$ cat config.mk
export PLATFORM = sky130hd
export DESIGN_NAME = fifo_sync
export DESIGN_NICKNAME = d
export VERILOG_FILES = /design/src/rtl/fifo_pkg.sv /design/src/rtl/fifo_mem.sv /design/src/rtl/fifo_sync.sv
export SDC_FILE = /design/constraint.sdc
export NUM_CORES = 1
export LEC_CHECK = 0
export ABC_CLOCK_PERIOD_IN_PS = 4000
export BUFFER_PORTS_ARGS = -buffer_cell sky130_fd_sc_hd__buf_2
export CAP_MARGIN = 20
export CORE_MARGIN = 3
export CORE_UTILIZATION = 60
export DETAILED_ROUTE_END_ITERATION = 12
export GPL_ROUTABILITY_DRIVEN = 0
export PLACE_DENSITY = 0.78
export SETUP_SLACK_MARGIN = 0.02
export SYNTH_ARGS = -nofsm -noshare
export SYNTH_HDL_FRONTEND = slang
export SYNTH_SLANG_ARGS = --single-unit
export TNS_END_PERCENT = 20
$ cat constraint.sdc
create_clock -name clock -period 4 [get_ports clock]
set_clock_uncertainty 0.15 [all_clocks]
set_input_delay 1.2 -clock clock [delete_from_list [all_inputs] [get_ports clock]]
set_output_delay 1.2 -clock clock [all_outputs]
set_load 0.02 [all_outputs]
$ cat src/rtl/fifo_pkg.sv
// Shared FIFO definitions: default sizes, read-mode enum and width helpers.
package fifo_pkg;

   localparam int FIFO_WIDTH_DEFAULT = 8;
   localparam int FIFO_DEPTH_DEFAULT = 16;

   typedef enum logic {
      RD_REG  = 1'b0,
      RD_FWFT = 1'b1
   } rd_mode_e;

   function automatic int clog2(input int value);
      int result;
      int v;
      result = 0;
      v = value - 1;
      while (v > 0) begin
         result++;
         v = v >> 1;
      end
      return result;
   endfunction

   // Pointers carry one extra wrap bit above the address bits.
   function automatic int ptr_width(input int depth);
      return clog2(depth) + 1;
   endfunction

endpackage

$ cat src/rtl/fifo_mem.sv
// Simple dual-port DEPTH x WIDTH storage: synchronous write, asynchronous read.
module fifo_mem
   import fifo_pkg::*;
#(
   parameter  int WIDTH = FIFO_WIDTH_DEFAULT,
   parameter  int DEPTH = FIFO_DEPTH_DEFAULT,
   localparam int AW    = clog2(DEPTH)
) (
   input  logic             clock,
   input  logic             write,
   input  logic [AW-1:0]    write_addr,
   input  logic [WIDTH-1:0] write_data,
   input  logic [AW-1:0]    read_addr,
   output logic [WIDTH-1:0] read_data
);

   logic [WIDTH-1:0] mem [DEPTH];

   always_ff @(posedge clock) begin
      if (write) mem[write_addr] <= write_data;
   end

   assign read_data = mem[read_addr];

endmodule

$ cat src/rtl/fifo_sync.sv
// Parametrised synchronous FIFO with count, almost flags and sticky errors.
// Define FIFO_FWFT_EN for first-word-fall-through reads; default is registered output.
module fifo_sync
   import fifo_pkg::*;
#(
   parameter  int WIDTH    = FIFO_WIDTH_DEFAULT,
   parameter  int DEPTH    = FIFO_DEPTH_DEFAULT,
   parameter  int AF_LEVEL = DEPTH - 2,
   parameter  int AE_LEVEL = 2,
   localparam int AW       = clog2(DEPTH)
) (
   input  logic             clock,
   input  logic             reset,
   input  logic [WIDTH-1:0] data_in,
   input  logic             push,
   input  logic             pop,
   input  logic             clear_err,
   output logic [WIDTH-1:0] data_out,
   output logic             valid,
   output logic             empty,
   output logic             full,
   output logic             almost_empty,
   output logic             almost_full,
   output logic [AW:0]      count,
   output logic             overflow,
   output logic             underflow
);

`ifdef FIFO_FWFT_EN
   localparam rd_mode_e READ_MODE = RD_FWFT;
`else
   localparam rd_mode_e READ_MODE = RD_REG;
`endif

   localparam logic [AW:0] AF_CNT = (AW+1)'(AF_LEVEL);
   localparam logic [AW:0] AE_CNT = (AW+1)'(AE_LEVEL);

   logic [AW:0]      wr_ptr;
   logic [AW:0]      rd_ptr;
   logic             push_ok;
   logic             pop_ok;
   logic [WIDTH-1:0] head;

   assign empty        = (wr_ptr == rd_ptr);
   assign full         = (wr_ptr[AW] != rd_ptr[AW]) && (wr_ptr[AW-1:0] == rd_ptr[AW-1:0]);
   assign count        = wr_ptr - rd_ptr;
   assign almost_empty = (count <= AE_CNT);
   assign almost_full  = (count >= AF_CNT);

   assign push_ok = push && !full;
   assign pop_ok  = pop && !empty;

   always_ff @(posedge clock) begin
      if (reset) begin
         wr_ptr    <= '0;
         rd_ptr    <= '0;
         overflow  <= 1'b0;
         underflow <= 1'b0;
      end else begin
         if (push_ok) wr_ptr <= wr_ptr + 1'b1;
         if (pop_ok)  rd_ptr <= rd_ptr + 1'b1;
         // A new error in the same cycle as clear_err keeps the flag set.
         overflow  <= (push && full)  || (overflow  && !clear_err);
         underflow <= (pop  && empty) || (underflow && !clear_err);
      end
   end

   fifo_mem #(
      .WIDTH (WIDTH),
      .DEPTH (DEPTH)
   ) u_mem (
      .clock      (clock),
      .write      (push_ok && !reset),
      .write_addr (wr_ptr[AW-1:0]),
      .write_data (data_in),
      .read_addr  (rd_ptr[AW-1:0]),
      .read_data  (head)
   );

   if (READ_MODE == RD_FWFT) begin : g_fwft
      assign data_out = head;
      assign valid    = !empty;
   end else begin : g_reg
      always_ff @(posedge clock) begin
         if (reset) begin
            data_out <= '0;
            valid    <= 1'b0;
         end else begin
            valid <= pop_ok;
            if (pop_ok) data_out <= head;
         end
      end
   end

endmodule

# Yosys cells after proc, flatten, opt, wreduce, memory -nomap -nowiden
# Memory sizes are Yosys's and may differ from the RTL's. A register that Yosys moved wholly into a read port is not among the register bits.
# Index checks and enable logic that the tools add are counted.
[word_totals] regBits=13 ram_bits=128 inputBits=13 out_inout_bits=20 elab_cells=30 n_memories=1
[classes] addsub=3 magnitude_cmp=2 n_eq_ne=3 n_mux=2 n_reduce_logical=14
[memory_table] memory="u_mem.mem" depth=16 word_bits=8 read_ports=1 rd_ports_with_merged_regs=1 write_ports=1 line="fifo_mem.sv:17" source="logic [WIDTH-1:0] mem [DEPTH];"
[op_table] op="$add A5 B1 Y5 const B" count=2
[op_table] op="$logic_and A1 B1 Y1" count=8
[op_table] op="$eq A5 B5 Y1" count=1
[op_table] op="$ge A5 B4 Y1 const B" count=1
[op_table] op="$le A5 B2 Y1 const B" count=1
[op_table] op="$sub A5 B5 Y5" count=1
[op_table] op="$eq A4 B4 Y1" count=1
[op_table] op="$logic_not A1 Y1" count=4
[op_table] op="$logic_or A1 B1 Y1" count=2
[op_table] op="$mux W1" count=2
[op_table] op="$ne A1 B1 Y1" count=1

# Depth between registers and ports, before layout
# Gate-level depths: netlist (run 1).
[depth] word_depth=7 depth_mapped=9

# Cells and area by module
# A second synthesis (run 1) with hierarchy kept.
[unflattened] hier_cells=341 hier_area_um2=6023.3
[by_module_without_submodules] module="fifo_mem" n_inst=1 cells_each=221 area_each_um2=4987.3 seq_area_each_um2=3843.7
[by_module_without_submodules] module="fifo_sync" n_inst=1 cells_each=120 area_each_um2=1036.0 seq_area_each_um2=420.4

# Worst setup path before layout (run 1)
# Ideal clock, no wire load.
[synth_timing] kind="flip-flop to output port" startpoint="register rd_ptr[1]" endpoint="output port almost_empty" arrival_ns=2.423 required_ns=2.650 setup_slack_ns=0.227 path_stages_with_launch=9 path_cell_list="dfxtp_1 buf_4 buf_4 inv_1 fa_1 a21o_1 a21oi_1 xnor2_1 a211oi_1"
[synth_between] elab_chain_cells=2
[synth_lines] element="start, declared" line="fifo_sync.sv:39" source="logic [AW:0] rd_ptr;"
[synth_lines] element="start signal, assigned" line="fifo_sync.sv:61" source="if (pop_ok) rd_ptr <= rd_ptr + 1'b1;"
[synth_lines] element="$sub A5 B5 Y5" line="fifo_sync.sv:46" source="assign count = wr_ptr - rd_ptr;"
[synth_lines] element="via count[4]" line="fifo_sync.sv:24" source="output logic [AW:0] count,"
[synth_lines] element="$le A5 B2 Y1" line="fifo_sync.sv:47" source="assign almost_empty = (count <= AE_CNT);"
[synth_lines] element="end, declared" line="fifo_sync.sv:22" source="output logic almost_empty,"
# The timed path passes the listed nets, and every way through them passes these cells.

# Worst setup path in the final report (run 1)
[layout_timing] startpoint="register wr_ptr[0]" endpoint="output port almost_empty"
[layout_between] elab_chain_cells=2
[layout_lines] element="start, declared" line="fifo_sync.sv:38" source="logic [AW:0] wr_ptr;"
[layout_lines] element="start signal, assigned" line="fifo_sync.sv:60" source="if (push_ok) wr_ptr <= wr_ptr + 1'b1;"
[layout_lines] element="$sub A5 B5 Y5" line="fifo_sync.sv:46"
[layout_lines] element="$le A5 B2 Y1" line="fifo_sync.sv:47"
# Every way passes these cells.

==> results of run 1 <==
## final timing paths
kind | to | slack (ps) | cells past startpoint
worst max-delay path | almost_empty | 130 | 9
worst min register to register | data_out[1]$_SDFFE_PP0P_ | 360 | 2
worst max register to register | u_mem.mem[6][0]$_DFFE_PP_ | 1020 | 5
worst min-delay path | data_out[1]$_SDFFE_PP0P_ | 360 | 2
## metal layers
| metal | share of wire, % | track usage (%) | vias to the layer above |
|---|---|---|---|
| met3 | 7.4 | 4.49 | 25 |
| met1 | 41 | 35.4 | 1790 |
| met2 | 49 | 39.9 | 171 |
| met5 | 0 | 0 | - |
| li1 | - | - | 1604 |
| met4 | 2.3 | 10.7 | 0 |
## layout by cell type (no fill, tap or decap), types with 2 or more instances in the layout
| cell | netlist | routed |
|---|---|---|
| sky130_fd_sc_hd__clkbuf_8 | 0 | 2 |
| sky130_fd_sc_hd__a211oi_1 | 12 | 12 |
| sky130_fd_sc_hd__and2_1 | 2 | 2 |
| sky130_fd_sc_hd__nand2b_1 | 2 | 2 |
| sky130_fd_sc_hd__ha_1 | 9 | 9 |
| sky130_fd_sc_hd__clkbuf_16 | 0 | 16 |
| sky130_fd_sc_hd__nor2b_1 | 4 | 4 |
| sky130_fd_sc_hd__nor3_1 | 12 | 12 |
| sky130_fd_sc_hd__a221oi_1 | 8 | 8 |
| sky130_fd_sc_hd__xor2_1 | 2 | 2 |
| sky130_fd_sc_hd__o21ai_0 | 11 | 11 |
| sky130_fd_sc_hd__xnor2_1 | 8 | 8 |
| sky130_fd_sc_hd__inv_1 | 10 | 9 |
| sky130_fd_sc_hd__buf_4 | 4 | 18 |
| sky130_fd_sc_hd__mux4_2 | 8 | 8 |
| sky130_fd_sc_hd__a21o_1 | 2 | 2 |
| sky130_fd_sc_hd__clkinv_4 | 0 | 4 |
| sky130_fd_sc_hd__bufinv_16 | 0 | 7 |
| sky130_fd_sc_hd__nand3_1 | 3 | 3 |
| sky130_fd_sc_hd__dfxtp_1 | 21 | 20 |
| sky130_fd_sc_hd__or3_1 | 2 | 2 |
| sky130_fd_sc_hd__edfxtp_1 | 128 | 128 |
| sky130_fd_sc_hd__nand3b_1 | 2 | 2 |
| sky130_fd_sc_hd__o22ai_1 | 16 | 16 |
| sky130_fd_sc_hd__a21oi_1 | 5 | 5 |
| sky130_fd_sc_hd__nor2_1 | 34 | 34 |
| sky130_fd_sc_hd__buf_2 | 5 | 32 |
| sky130_fd_sc_hd__nand2_1 | 7 | 7 |
| sky130_fd_sc_hd__mux2i_1 | 49 | 49 |
## power groups by stage
stage               registers [W]  clock network, W  logic, W
floorplan                 0.00180                 0  0.000349
global placement          0.00178                 0  0.000527
detailed placement        0.00178                 0  0.000543
CTS                       0.00175           0.00188  0.000554
global route              0.00175           0.00194  0.000594
finish                    0.00175           0.00186  0.000556
## timing repair
action                                  4_1_cts  5_1_grt
endpoints found under the setup margin        0        2
setup buffers                                 0        0
resized for setup                             0        1
## cell families (layout without fill, tap and decap cells)
logic type               after synthesis  count (layout)  share of synthesized area [%]
AND/OR/NAND/NOR                       71              71                           5.45
XOR/XNOR                              11              11                           1.72
multiplexers                          57              57                           11.1
adder cells (fa/ha/maj)               10              10                           2.19
buffers and inverters                 30              92                           2.21
flip-flops                           149             149                           70.4
AO/OA/AOI/OAI                         61              61                           6.94
## sequential cells by signal, indices dropped and copies added, names as in the netlist
signal and flops:
wr_ptr 5, rd_ptr 5, underflow 1, overflow 1
u_mem.mem 128, data_out 8, valid 1
## per-stage QoR
stage | total power [W] | setup slack, ps
finish | 0.00417 | 130
global route | 0.00429 | 36.7
CTS | 0.00418 | 101
detailed placement | 0.00232 | 660
global placement | 0.00231 | 782
floorplan | 0.00215 | 227
## synthesized netlist by cell type (all sizes together)
cell type	count	share of area [%]
a2111oi	1	0.25
a211oi	12	1.5
a21boi	1	0.19
a21o	2	0.25
a21oi	5	0.41
a221oi	8	1.2
a41o	1	0.17
and2	2	0.21
and4	1	0.14
buf	11	1.0
clkbuf	9	0.56
dfxtp	21	6.9
edfxtp	128	63
fa	1	0.33
ha	9	1.9
inv	10	0.62
mux2i	49	8.1
mux4	8	3.0
nand2	7	0.43
nand2b	2	0.21
nand3	3	0.25
nand3b	2	0.25
nand4	1	0.10
nor2	34	2.1
nor2b	4	0.41
nor3	12	0.99
o2111ai	1	0.14
o211ai	1	0.12
o21a	1	0.12
o21ai	12	0.99
o22ai	16	1.7
or3	2	0.21
or3b	1	0.14
xnor2	8	1.2
xor2	3	0.56
## area by class of cell
class	instances	area [um2]
multi-input cells	210	1660
inverters	10	37.5
clock buffers	18	428
flip-flops and latches	149	4270
clock inverters	14	273
well taps	133	166
repair buffers	50	295
fillers	610	2650
## worst max-delay path, stage by stage, from the launching register on
cell	delay [ps]
sky130_fd_sc_hd__dfxtp_1	350
sky130_fd_sc_hd__inv_2	110
sky130_fd_sc_hd__ha_1	180
sky130_fd_sc_hd__inv_1	60
sky130_fd_sc_hd__fa_1	410
sky130_fd_sc_hd__a21o_1	180
sky130_fd_sc_hd__a21oi_1	160
sky130_fd_sc_hd__xnor2_1	120
sky130_fd_sc_hd__a211oi_1	210
sky130_fd_sc_hd__buf_2	200
==> impl_summary.txt, run 1 <==
----------------------------------------------------
[Floorplan]
  I/O pin cnt ... 33
  Area of the die ... 11300 um2
  Overall die height ... 106 um
  Initial core utilization ... 62.0%
  Chip Width ... 106 um
  Std-Cell Rows ... 36
  Area of the placeable core ... 9770 um2

[STA]
  Final count of hold timing violations ... 0
  Max-slew headroom ... 32.1%
  Sum of negative setup slack ... 0 ps
  Post-layout minimum cycle time ... 3870 ps
  Period utilization ... 96.8%
  Number of setup violations in the final report ... 0
  Slew @ Worst Pin ... 1010 ps
  Worst hold slack after final layout ... 365 ps
  Unrepaired setup endpoints after global routing ... false
  Max Fclk ... 258 MHz
  Number of max-slew violations in the final report ... 0

[Worst setup path]
  Kind of start point of the critical path ... register
  Data arrival, critical path ... 2520 ps
  Required arrival time at the worst endpoint ... 2650 ps
  Reg-to-reg startpoint ... wr_ptr[2]$_SDFFE_PP0N_
  Worst setup startpoint ... wr_ptr[0]$_SDFFE_PP0N_
  Largest fanout on the critical path ... 4
  CP Capture Type ... primary output
  Critical path type ... register to primary output

[Min path]
  Hold path startpoint ... data_out[1]$_SDFFE_PP0P_
  Hold Path Class ... register to register

[Power and ir drop]
  Share of total power in sequential cells ... 42.0%
  Net switching power of the design ... 0.00102 W
  Power per standard cell area ... 585 nW/um2
  Portion of total power attributed to combinational logic ... 13.3%
  Leakage power figure ... 2.38 nW
  P_int ... 0.00315 W
  Maximum ir drop on the vdd rail ... 0.000406 V
  Part of the power in the clock network ... 44.7%
  Switching power share of the total ... 24.5%

[CTS]
  Clock tree buffer depth ... 2
  Worst-Skew Late Latency ... 520 ps
  Hold-fix buffer count after cts ... 0
  Total number of H-tree levels ... 4
  Clock tree from TritonCTS ... yes
  Clock transition at the registers of the reported paths ... 70 ps
  Clk sink count ... 149
  Cell at the root of the clock tree ... sky130_fd_sc_hd__clkbuf_8
  Number of clock buffers inserted by TritonCTS ... 17

[Drt]
  Antenna Violating Nets Remaining ... 0
  Avg WL per Cell ... 22.9 um
  1st-iter DRT viols ... 348
  DRC viols ... 0
  DR pass1 iterations ... 5
  Via-to-Cell Ratio ... 6.15
  Total vias in the final route ... 3590
  Final routed wirelength across all metal layers ... 13400 um

[Synth]
  Average size of a mapped cell ... 15.6 um2
  Syn Inst Count ... 389
  Number of warnings reported in the yosys synthesis log ... 0
  Sequential area share after synthesis ... 70.4%
  Unique masters post-synth ... 39
  Mapped cell area ... 6060 um2
  Total nets after synthesis ... 412
  Total of flip-flops plus latches after synthesis ... 149

[Global route]
  Number of global-route vias before repair ... 3696
  Initial antenna violation count ... 0
  Pin count of the biggest net entering global routing ... 32
  Aggregate global routing overflow ... 0
  Global-route usage over all layers ... 25.3%
  Global-route wire length before repair ... 20800 um

[Final layout]
  Final design instance area without fill ... 7120 um2
  Ratio of cells with drive above 1 in the final layout ... 21.1%
  Layout Cells excl Fill ... 584
  Net count reported at finish ... 461
  Area overhead of the layout relative to synthesis ... 17.6%
  Diode count ... 0
  Final core utilization ... 72.9%

[Placed design]
  # placed instances ... 552
  DP HPWL ... 7840 um
  Post-placement cell area ... 6420 um2
  PortBufs ... 32

[Outcome]
  Result of the run ... completed

[Flow run]
  Max capacitance violation total ... 0

----------------------------------------------------
Note: power is estimated with default switching activity, not from simulation.
==> run 2, diff against run 1 <==
--- a/config.mk
+++ b/config.mk
@@ -8,8 +8,10 @@
 export ABC_CLOCK_PERIOD_IN_PS = 4000
 export BUFFER_PORTS_ARGS = -buffer_cell sky130_fd_sc_hd__buf_2
 export CAP_MARGIN = 20
+export CELL_PAD_IN_SITES_DETAIL_PLACEMENT = 1
+export CELL_PAD_IN_SITES_GLOBAL_PLACEMENT = 1
 export CORE_MARGIN = 3
-export CORE_UTILIZATION = 60
+export CORE_UTILIZATION = 51
 export DETAILED_ROUTE_END_ITERATION = 12
 export GPL_ROUTABILITY_DRIVEN = 0
 export PLACE_DENSITY = 0.78
==> run 2 against run 1 <==
  * Register-to-register slack worse by 130 ps
  * Clock power decreased by 18%
  * Cell count is 2.1% higher
  * Highest routed layer unchanged
  * Cell area shrank 1.5%
  * Via count is 0.67% lower
  * Wire length is 9.0% higher
  * Setup slack better by 99 ps
==> impl_summary.txt, run 2 (synthesized netlist as in run 1, its figures left out) <==
----------------------------------------------------
[Outcome]
  Result of the run ... completed

[Worst setup path]
  CP Capture Type ... primary output
  Data arrival, critical path ... 2420 ps (-100 ps)
  Worst-case reg-to-reg path depth ... 5 (unchanged)
  Crit path largest cell delay ... 400 ps (about the same)
  Critical path type ... register to primary output
  Reg-to-reg startpoint ... wr_ptr[2]$_SDFFE_PP0N_
  Most common cell on crit path ... sky130_fd_sc_hd__inv_1
  Largest fanout on the critical path ... 4 (unchanged)
  Endpoint of the lowest-slack register-to-register path ... u_mem.mem[14][5]$_DFFE_PP_
  Register-to-register path setup slack ... 890 ps (-130 ps)
  Kind of start point of the critical path ... register
  Master of the slowest instance on the critical path ... sky130_fd_sc_hd__fa_1
  Critical path cell sequence ... inv_1 -> ha_1 -> inv_1 -> fa_1 -> a21o_1 -> a21oi_1 -> xnor2_1 -> a41o_1 -> buf_2
  Required arrival time at the worst endpoint ... 2650 ps (about the same)

[Placed design]
  PortBufs ... 32 (unchanged)
  Post-placement cell area ... 6450 um2 (+0.43%)
  DP HPWL ... 9090 um (+16%)

[Floorplan]
  I/O pin cnt ... 33 (unchanged)
  Std-Cell Rows ... 39 (+8.3%)
  Area of the die ... 13200 um2 (+17%)
  Area of the placeable core ... 11500 um2 (+18%)
  Initial core utilization ... 52.6% (-9.4 points)
  Overall die height ... 115 um (+8.0%)
  Chip Width ... 115 um (+8.0%)

[STA]
  Post-layout minimum cycle time ... 3770 ps (-98.9 ps)
  Number of max-slew violations in the final report ... 0 (unchanged)
  Slew @ Worst Pin ... 717 ps (-295 ps)
  Final count of hold timing violations ... 0 (unchanged)
  Max-slew headroom ... 52.0% (+20 points)
  Sum of negative setup slack ... 0 ps (unchanged)
  Period utilization ... 94.3% (-2.5 points)
  Number of setup violations in the final report ... 0 (unchanged)
  Max Fclk ... 265 MHz (+2.6%)
  Unrepaired setup endpoints after global routing ... false

[Global route]
  Initial antenna violation count ... 0 (unchanged)
  Pin count of the biggest net entering global routing ... 32 (unchanged)
  Aggregate global routing overflow ... 0 (unchanged)
  Global-route usage over all layers ... 23.7% (-1.6 points)
  Global-route wire length before repair ... 22400 um (+8.1%)
  Number of global-route vias before repair ... 3724 (+0.76%)

[Final layout]
  Flip-flop count of the largest register after layout ... 128 (unchanged)
  Most flop-heavy register ... u_mem.mem
  Multi-input combinational cell area ... 1660 um2 (unchanged)
  Storage element area ... 4270 um2 (unchanged)
  Count of filler cells inserted in the layout ... 1092 (+79%)
  Diode count ... 0 (unchanged)
  Registers with the highest flip-flop counts ... u_mem.mem: 128 flops, data_out: 8 flops
  Net count reported at finish ... 463 (+0.43%)
  Most used cells in the layout excluding fill and tap cells ... sky130_fd_sc_hd__edfxtp_1 (128), sky130_fd_sc_hd__mux2i_1 (49), sky130_fd_sc_hd__nor2_1 (34), sky130_fd_sc_hd__buf_2 (32)
  Area overhead of the layout relative to synthesis ... 15.9%
  Final design instance area without fill ... 7020 um2 (-1.5%)
  Most common cell after layout, fill and taps aside ... sky130_fd_sc_hd__edfxtp_1
  Ratio of cells with drive above 1 in the final layout ... 19.6% (-1.4 points)

[CTS]
  Clk sink count ... 149 (unchanged)
  Clock tree buffer depth ... 2 (unchanged)
  Clock tree from TritonCTS ... yes
  Post-CTS resize count ... 0 (unchanged)
  Clock transition at the registers of the reported paths ... 60 ps (about the same)
  Hold-fix buffer count after cts ... 0 (unchanged)
  Worst-Skew Late Latency ... 410 ps (-110 ps)
  Postcts setup bufs ... 0 (unchanged)
  Number of clock buffers inserted by TritonCTS ... 17 (unchanged)
  Cell at the root of the clock tree ... sky130_fd_sc_hd__clkbuf_16
  Total number of H-tree levels ... 4 (unchanged)

[Min path]
  Hold-critical path endpoint ... data_out[2]$_SDFFE_PP0P_
  Hold Path Class ... register to register
  Hold path startpoint ... data_out[2]$_SDFFE_PP0P_
  Worst Hold Depth ... 2 (unchanged)

[Drt]
  DR pass1 iterations ... 5 (unchanged)
  Avg WL per Cell ... 24.5 um (+6.8%)
  Detailed route wirelength on metal3 ... 858 um (-14%)
  Met2 routed WL ... 7110 um (+7.4%)
  Met1 routed wirelength after detailed routing ... 6370 um (+17%)
  Total vias in the final route ... 3566 (-0.67%)
  Via-to-Cell Ratio ... 5.98 (-2.7%)
  Final routed wirelength across all metal layers ... 14600 um (+9.0%)
  DRC viols ... 0 (unchanged)
  Top Metal Used ... met4
  1st-iter DRT viols ... 278 (-20%)
  Antenna Violating Nets Remaining ... 0 (unchanged)

[Power and ir drop]
  Power per standard cell area ... 548 nW/um2 (-6.3%)
  Leakage power figure ... 2.33 nW (-2.0%)
  Maximum ir drop on the vdd rail ... 0.000459 V (+13%)

[Flow run]
  Max capacitance violation total ... 0 (unchanged)

----------------------------------------------------
## run 2: cell count changes in the layout (fill, tap and decap cells not counted), moves of 2 or more
cell | before | now
sky130_fd_sc_hd__clkbuf_1 | 0 | 6
sky130_fd_sc_hd__buf_4 | 18 | 20
sky130_fd_sc_hd__bufinv_16 | 7 | 2
sky130_fd_sc_hd__clkinv_2 | 0 | 3
sky130_fd_sc_hd__clkinv_4 | 4 | 0
## run 2: final cells by class
| type | count | share of cell area [%] |
|---|---|---|
| clock buffer | 26 | 6.97 |
| clock inverter | 6 | 1.12 |
| inverter | 10 | 0.535 |
| multi-input combinational | 210 | 23.6 |
| sequential | 149 | 60.8 |
| tap | 143 | 2.55 |
| timing repair buffer | 52 | 4.42 |
## run 2: stage by stage
step           setup slack (ps)  std cells  hold slack (ps)  total power (W)  utilization, %
6_report                    229        596              371          0.00385            60.9
5_1_grt                    83.1        596              390          0.00399            60.9
3_3_place_gp                772        564              352          0.00232            56.0
4_1_cts                     204        596              375          0.00388            60.9
2_1_floorplan               227        389              414          0.00215               -
3_5_place_dp                652        564              356          0.00235            56.0
## run 2: worst max-delay path, delay by kind of cell, from the launching register on
| kind | cells | cell delay [ps] |
|---|---|---|
| DFF | 1 | 340 |
| AOI/OAI and AO/OA | 3 | 590 |
| xor gates and xnor gates | 1 | 120 |
| adders and majority gates | 2 | 600 |
| buffers and inverters | 3 | 370 |
## run 2: how the worst max path moves through the flow
| stage | start | endpoint | slack (ps) | cells past startpoint |
|---|---|---|---|---|
| floorplan | rd_ptr[1]$_SDFFE_PP0P_ | almost_empty | 230 | 8 |
| global placement | wr_ptr[0]$_SDFFE_PP0N_ | almost_full | 770 | 9 |
| detailed placement | wr_ptr[0]$_SDFFE_PP0N_ | almost_full | 650 | 9 |
| CTS | wr_ptr[0]$_SDFFE_PP0N_ | almost_full | 200 | 9 |
| global route | wr_ptr[0]$_SDFFE_PP0N_ | almost_full | 80 | 9 |
| finish | wr_ptr[0]$_SDFFE_PP0N_ | almost_full | 230 | 9 |
## run 2: power by group
| group | total (W) | internal [W] | switching [W] |
|---|---|---|---|
| sequential | 0.00175 | 0.00173 | 0.0000258 |
| combinational | 0.000570 | 0.000197 | 0.000373 |
| clock | 0.00153 | 0.000963 | 0.000563 |
## run 2: metal layers
| layer | vias up | track usage, % |
|---|---|---|
| li1 | 1616 | - |
| met1 | 1819 | 32.1 |
| met2 | 114 | 37.8 |
| met3 | 17 | 6.00 |
| met4 | 0 | 8.06 |
| met5 | - | 0 |
==> run 3, diff against run 2 <==
--- a/config.mk
+++ b/config.mk
@@ -5,16 +5,17 @@
 export SDC_FILE = /design/constraint.sdc
 export NUM_CORES = 1
 export LEC_CHECK = 0
-export ABC_CLOCK_PERIOD_IN_PS = 4000
+export ABC_CLOCK_PERIOD_IN_PS = 4700
 export BUFFER_PORTS_ARGS = -buffer_cell sky130_fd_sc_hd__buf_2
 export CAP_MARGIN = 20
 export CELL_PAD_IN_SITES_DETAIL_PLACEMENT = 1
 export CELL_PAD_IN_SITES_GLOBAL_PLACEMENT = 1
 export CORE_MARGIN = 3
-export CORE_UTILIZATION = 51
+export CORE_UTILIZATION = 55
 export DETAILED_ROUTE_END_ITERATION = 12
 export GPL_ROUTABILITY_DRIVEN = 0
-export PLACE_DENSITY = 0.78
+export HOLD_SLACK_MARGIN = 0.12
+export PLACE_DENSITY_LB_ADDON = 0.25
 export SETUP_SLACK_MARGIN = 0.02
 export SYNTH_ARGS = -nofsm -noshare
 export SYNTH_HDL_FRONTEND = slang
==> constraint.sdc (replaced) <==
create_clock -name clock -period 4.7 [get_ports clock]
set_clock_uncertainty 0.15 [all_clocks]
set_input_delay 1.41 -clock clock [delete_from_list [all_inputs] [get_ports clock]]
set_output_delay 1.41 -clock clock [all_outputs]
set_load 0.02 [all_outputs]
==> run 3 against run 2 <==
  * Cell area shrank 0.71%
  * Global-route usage grew 1.5 points
  * Wire length grew 0.88%
  * Core utilization grew 5.4 points
  * Combinational power shrank 16%
  * Critical path depth shrank 4
  * Sequential share of layout area grew 0.44 points
  * Register-to-register slack gained 180 ps
  * Die area shrank 6.9%
  * Largest cell class unchanged
==> impl_summary.txt, run 3 (synthesized netlist as in run 1, its figures left out) <==
----------------------------------------------------
[Outcome]
  Result of the run ... completed

[CTS]
  Clock transition at the registers of the reported paths ... 60 ps (about the same)
  Worst-Skew Late Latency ... 530 ps (+120 ps)
  Hold-fix buffer count after cts ... 0 (unchanged)
  Postcts setup bufs ... 0 (unchanged)
  Clk sink count ... 149 (unchanged)
  Post-CTS resize count ... 0 (unchanged)
  Total number of H-tree levels ... 4 (unchanged)
  Number of clock buffers inserted by TritonCTS ... 17 (unchanged)
  Clock tree from TritonCTS ... yes
  Clock tree buffer depth ... 2 (unchanged)
  Cell at the root of the clock tree ... sky130_fd_sc_hd__clkbuf_8

[Min path]
  Hold path startpoint ... data_out[3]$_SDFFE_PP0P_
  Hold-critical path endpoint ... data_out[3]$_SDFFE_PP0P_
  Hold Path Class ... register to register
  Worst Hold Depth ... 2 (unchanged)

[Worst setup path]
  Worst-case reg-to-reg path depth ... 6 (+1)
  Required arrival time at the worst endpoint ... 3140 ps (+490 ps)
  Buffer and inverter count on the worst path ... 2 (-1)
  Cell depth of the worst setup path ... 5 (-4)
  Largest fanout on the critical path ... 16 (+12)
  Register-to-register path setup slack ... 1070 ps (+180 ps)
  Data arrival, critical path ... 2640 ps (+220 ps)
  Kind of start point of the critical path ... register
  Critical path cell sequence ... inv_1 -> ha_1 -> or3_1 -> a211oi_1 -> buf_2
  Reg-to-reg startpoint ... rd_ptr[3]$_SDFFE_PP0P_
  Master of the slowest instance on the critical path ... sky130_fd_sc_hd__dfxtp_1
  CP Capture Type ... primary output
  Endpoint of the lowest-slack register-to-register path ... u_mem.mem[15][4]$_DFFE_PP_
  Cell family with the largest share of critical-path delay ... flip-flops
  Crit path largest cell delay ... 700 ps (+300 ps)
  Critical path type ... register to primary output

[Global route]
  Initial antenna violation count ... 0 (unchanged)
  Global-route usage over all layers ... 25.2% (+1.5 points)
  Number of global-route vias before repair ... 3863 (+3.7%)
  Global-route wire length before repair ... 22700 um (+1.2%)
  Aggregate global routing overflow ... 0 (unchanged)
  Pin count of the biggest net entering global routing ... 32 (unchanged)

[Power and ir drop]
  Total power ... 0.00340 W (-12%)
  Power per standard cell area ... 487 nW/um2 (-11%)
  Maximum ir drop on the vdd rail ... 0.000363 V (-21%)
  Leakage power figure ... 2.28 nW (-2.0%)

[Floorplan]
  Area of the die ... 12300 um2 (-6.9%)
  Overall die height ... 111 um (-3.5%)
  Chip Width ... 111 um (-3.5%)
  Initial core utilization ... 57.6% (+5.0 points)
  Area of the placeable core ... 10500 um2 (-8.7%)
  Std-Cell Rows ... 37 (-5.1%)
  I/O pin cnt ... 33 (unchanged)

[STA]
  Post-layout minimum cycle time ... 4200 ps
  Unrepaired setup endpoints after global routing ... false
  Number of setup violations in the final report ... 0 (unchanged)
  Max-slew headroom ... 28.7% (-23 points)
  Max Fclk ... 238 MHz
  Number of max-slew violations in the final report ... 0 (unchanged)
  Sum of negative setup slack ... 0 ps (unchanged)
  Final count of hold timing violations ... 0 (unchanged)
  Slew @ Worst Pin ... 1060 ps (+346 ps)
  Period utilization ... 89.3%

[Placed design]
  DP HPWL ... 9120 um (+0.29%)
  PortBufs ... 32 (unchanged)

[Drt]
  Avg WL per Cell ... 25.5 um (+4.4%)
  1st-iter DRT viols ... 296 (+6.5%)
  DR pass1 iterations ... 5 (unchanged)
  Antenna Violating Nets Remaining ... 0 (unchanged)
  Final routed wirelength across all metal layers ... 14700 um (+0.88%)
  DRC viols ... 0 (unchanged)
  Via-to-Cell Ratio ... 6.22 (+4.0%)
  Total vias in the final route ... 3584 (+0.50%)

[Final layout]
  Ratio of cells with drive above 1 in the final layout ... 18.4% (-1.2 points)
  Most used cells in the layout excluding fill and tap cells ... sky130_fd_sc_hd__edfxtp_1 (128), sky130_fd_sc_hd__mux2i_1 (49), sky130_fd_sc_hd__nor2_1 (34), sky130_fd_sc_hd__buf_2 (32), sky130_fd_sc_hd__dfxtp_1 (20)
  Diode count ... 0 (unchanged)
  Registers with the highest flip-flop counts ... u_mem.mem: 128 flops, data_out: 8 flops
  Area overhead of the layout relative to synthesis ... 15.1%
  Flip-flop count of the largest register after layout ... 128 (unchanged)
  Most flop-heavy register ... u_mem.mem
  Most common cell after layout, fill and taps aside ... sky130_fd_sc_hd__edfxtp_1
  Net count reported at finish ... 450 (-2.8%)

[Flow run]
  Max capacitance violation total ... 0 (unchanged)

----------------------------------------------------
## run 3: changes by cell type in the layout (fill, tap and decap cells not counted), sizes merged
cell,before,now
clkinv,4,7
inv,10,11
clkinvlp,0,2
clkbuf,26,17
bufinv,2,5
buf,52,39
## run 3: worst reg2reg max path, stage by stage, from the launching register on
cell,delay [ps]
sky130_fd_sc_hd__dfxtp_1,700
sky130_fd_sc_hd__inv_1,110
sky130_fd_sc_hd__ha_1,400
sky130_fd_sc_hd__and4_1,280
sky130_fd_sc_hd__a211oi_1,590
sky130_fd_sc_hd__nand2_1,360
sky130_fd_sc_hd__nor2_1,680
## run 3: final cells by class
class | instances | area [um2]
Inverter | 10 | 37.5
Multi-Input combinational cell | 210 | 1660
Fill cell | 943 | 3540
Clock buffer | 17 | 414
Sequential cell | 149 | 4270
Timing Repair Buffer | 39 | 213
Clock inverter | 15 | 210
Tap cell | 136 | 170
## run 3: routing by layer
metal | routed length (um) | vias to the layer above | track usage [%]
met1 | 6130 | 1851 | 32.6
met2 | 7410 | 123 | 41.1
met5 | 0 | - | 0
met4 | 343 | 0 | 9.69
li1 | - | 1584 | -
met3 | 819 | 26 | 6.60
## run 3: worst max path at each step
stage | from | slack [ps] | endpoint
after floorplan | rd_ptr[1]$_SDFFE_PP0P_ | 720 | almost_empty
after global placement | reset | 1080 | u_mem.mem[15][1]$_DFFE_PP_
after detailed placement | reset | 950 | u_mem.mem[5][4]$_DFFE_PP_
after CTS | wr_ptr[2]$_SDFFE_PP0N_ | 490 | almost_empty
after global routing | wr_ptr[0]$_SDFFE_PP0N_ | 400 | almost_empty
final | rd_ptr[3]$_SDFFE_PP0P_ | 500 | almost_empty
## run 3: where the power goes
part / switching, W / internal, W / leakage [nW] / total [W]
Combinational: 0.000315 / 0.000165 / 0.653 / 0.000481
Sequential: 0.0000188 / 0.00147 / 1.33 / 0.00149
Clock: 0.000519 / 0.000910 / 0.303 / 0.00143
Total: 0.000853 / 0.00254 / 2.28 / 0.00340
## run 3: through the flow
step	std cells	instance area (um2)	worst slack (ps)	hold WS, ps	util (%)
after floorplan	389	6060	717	414	-
after global placement	544	6340	1080	338	60.4
after detailed placement	544	6340	954	350	60.4
after CTS	576	6970	491	359	66.3
after global routing	576	6970	404	397	66.3
final	576	6970	503	355	66.3
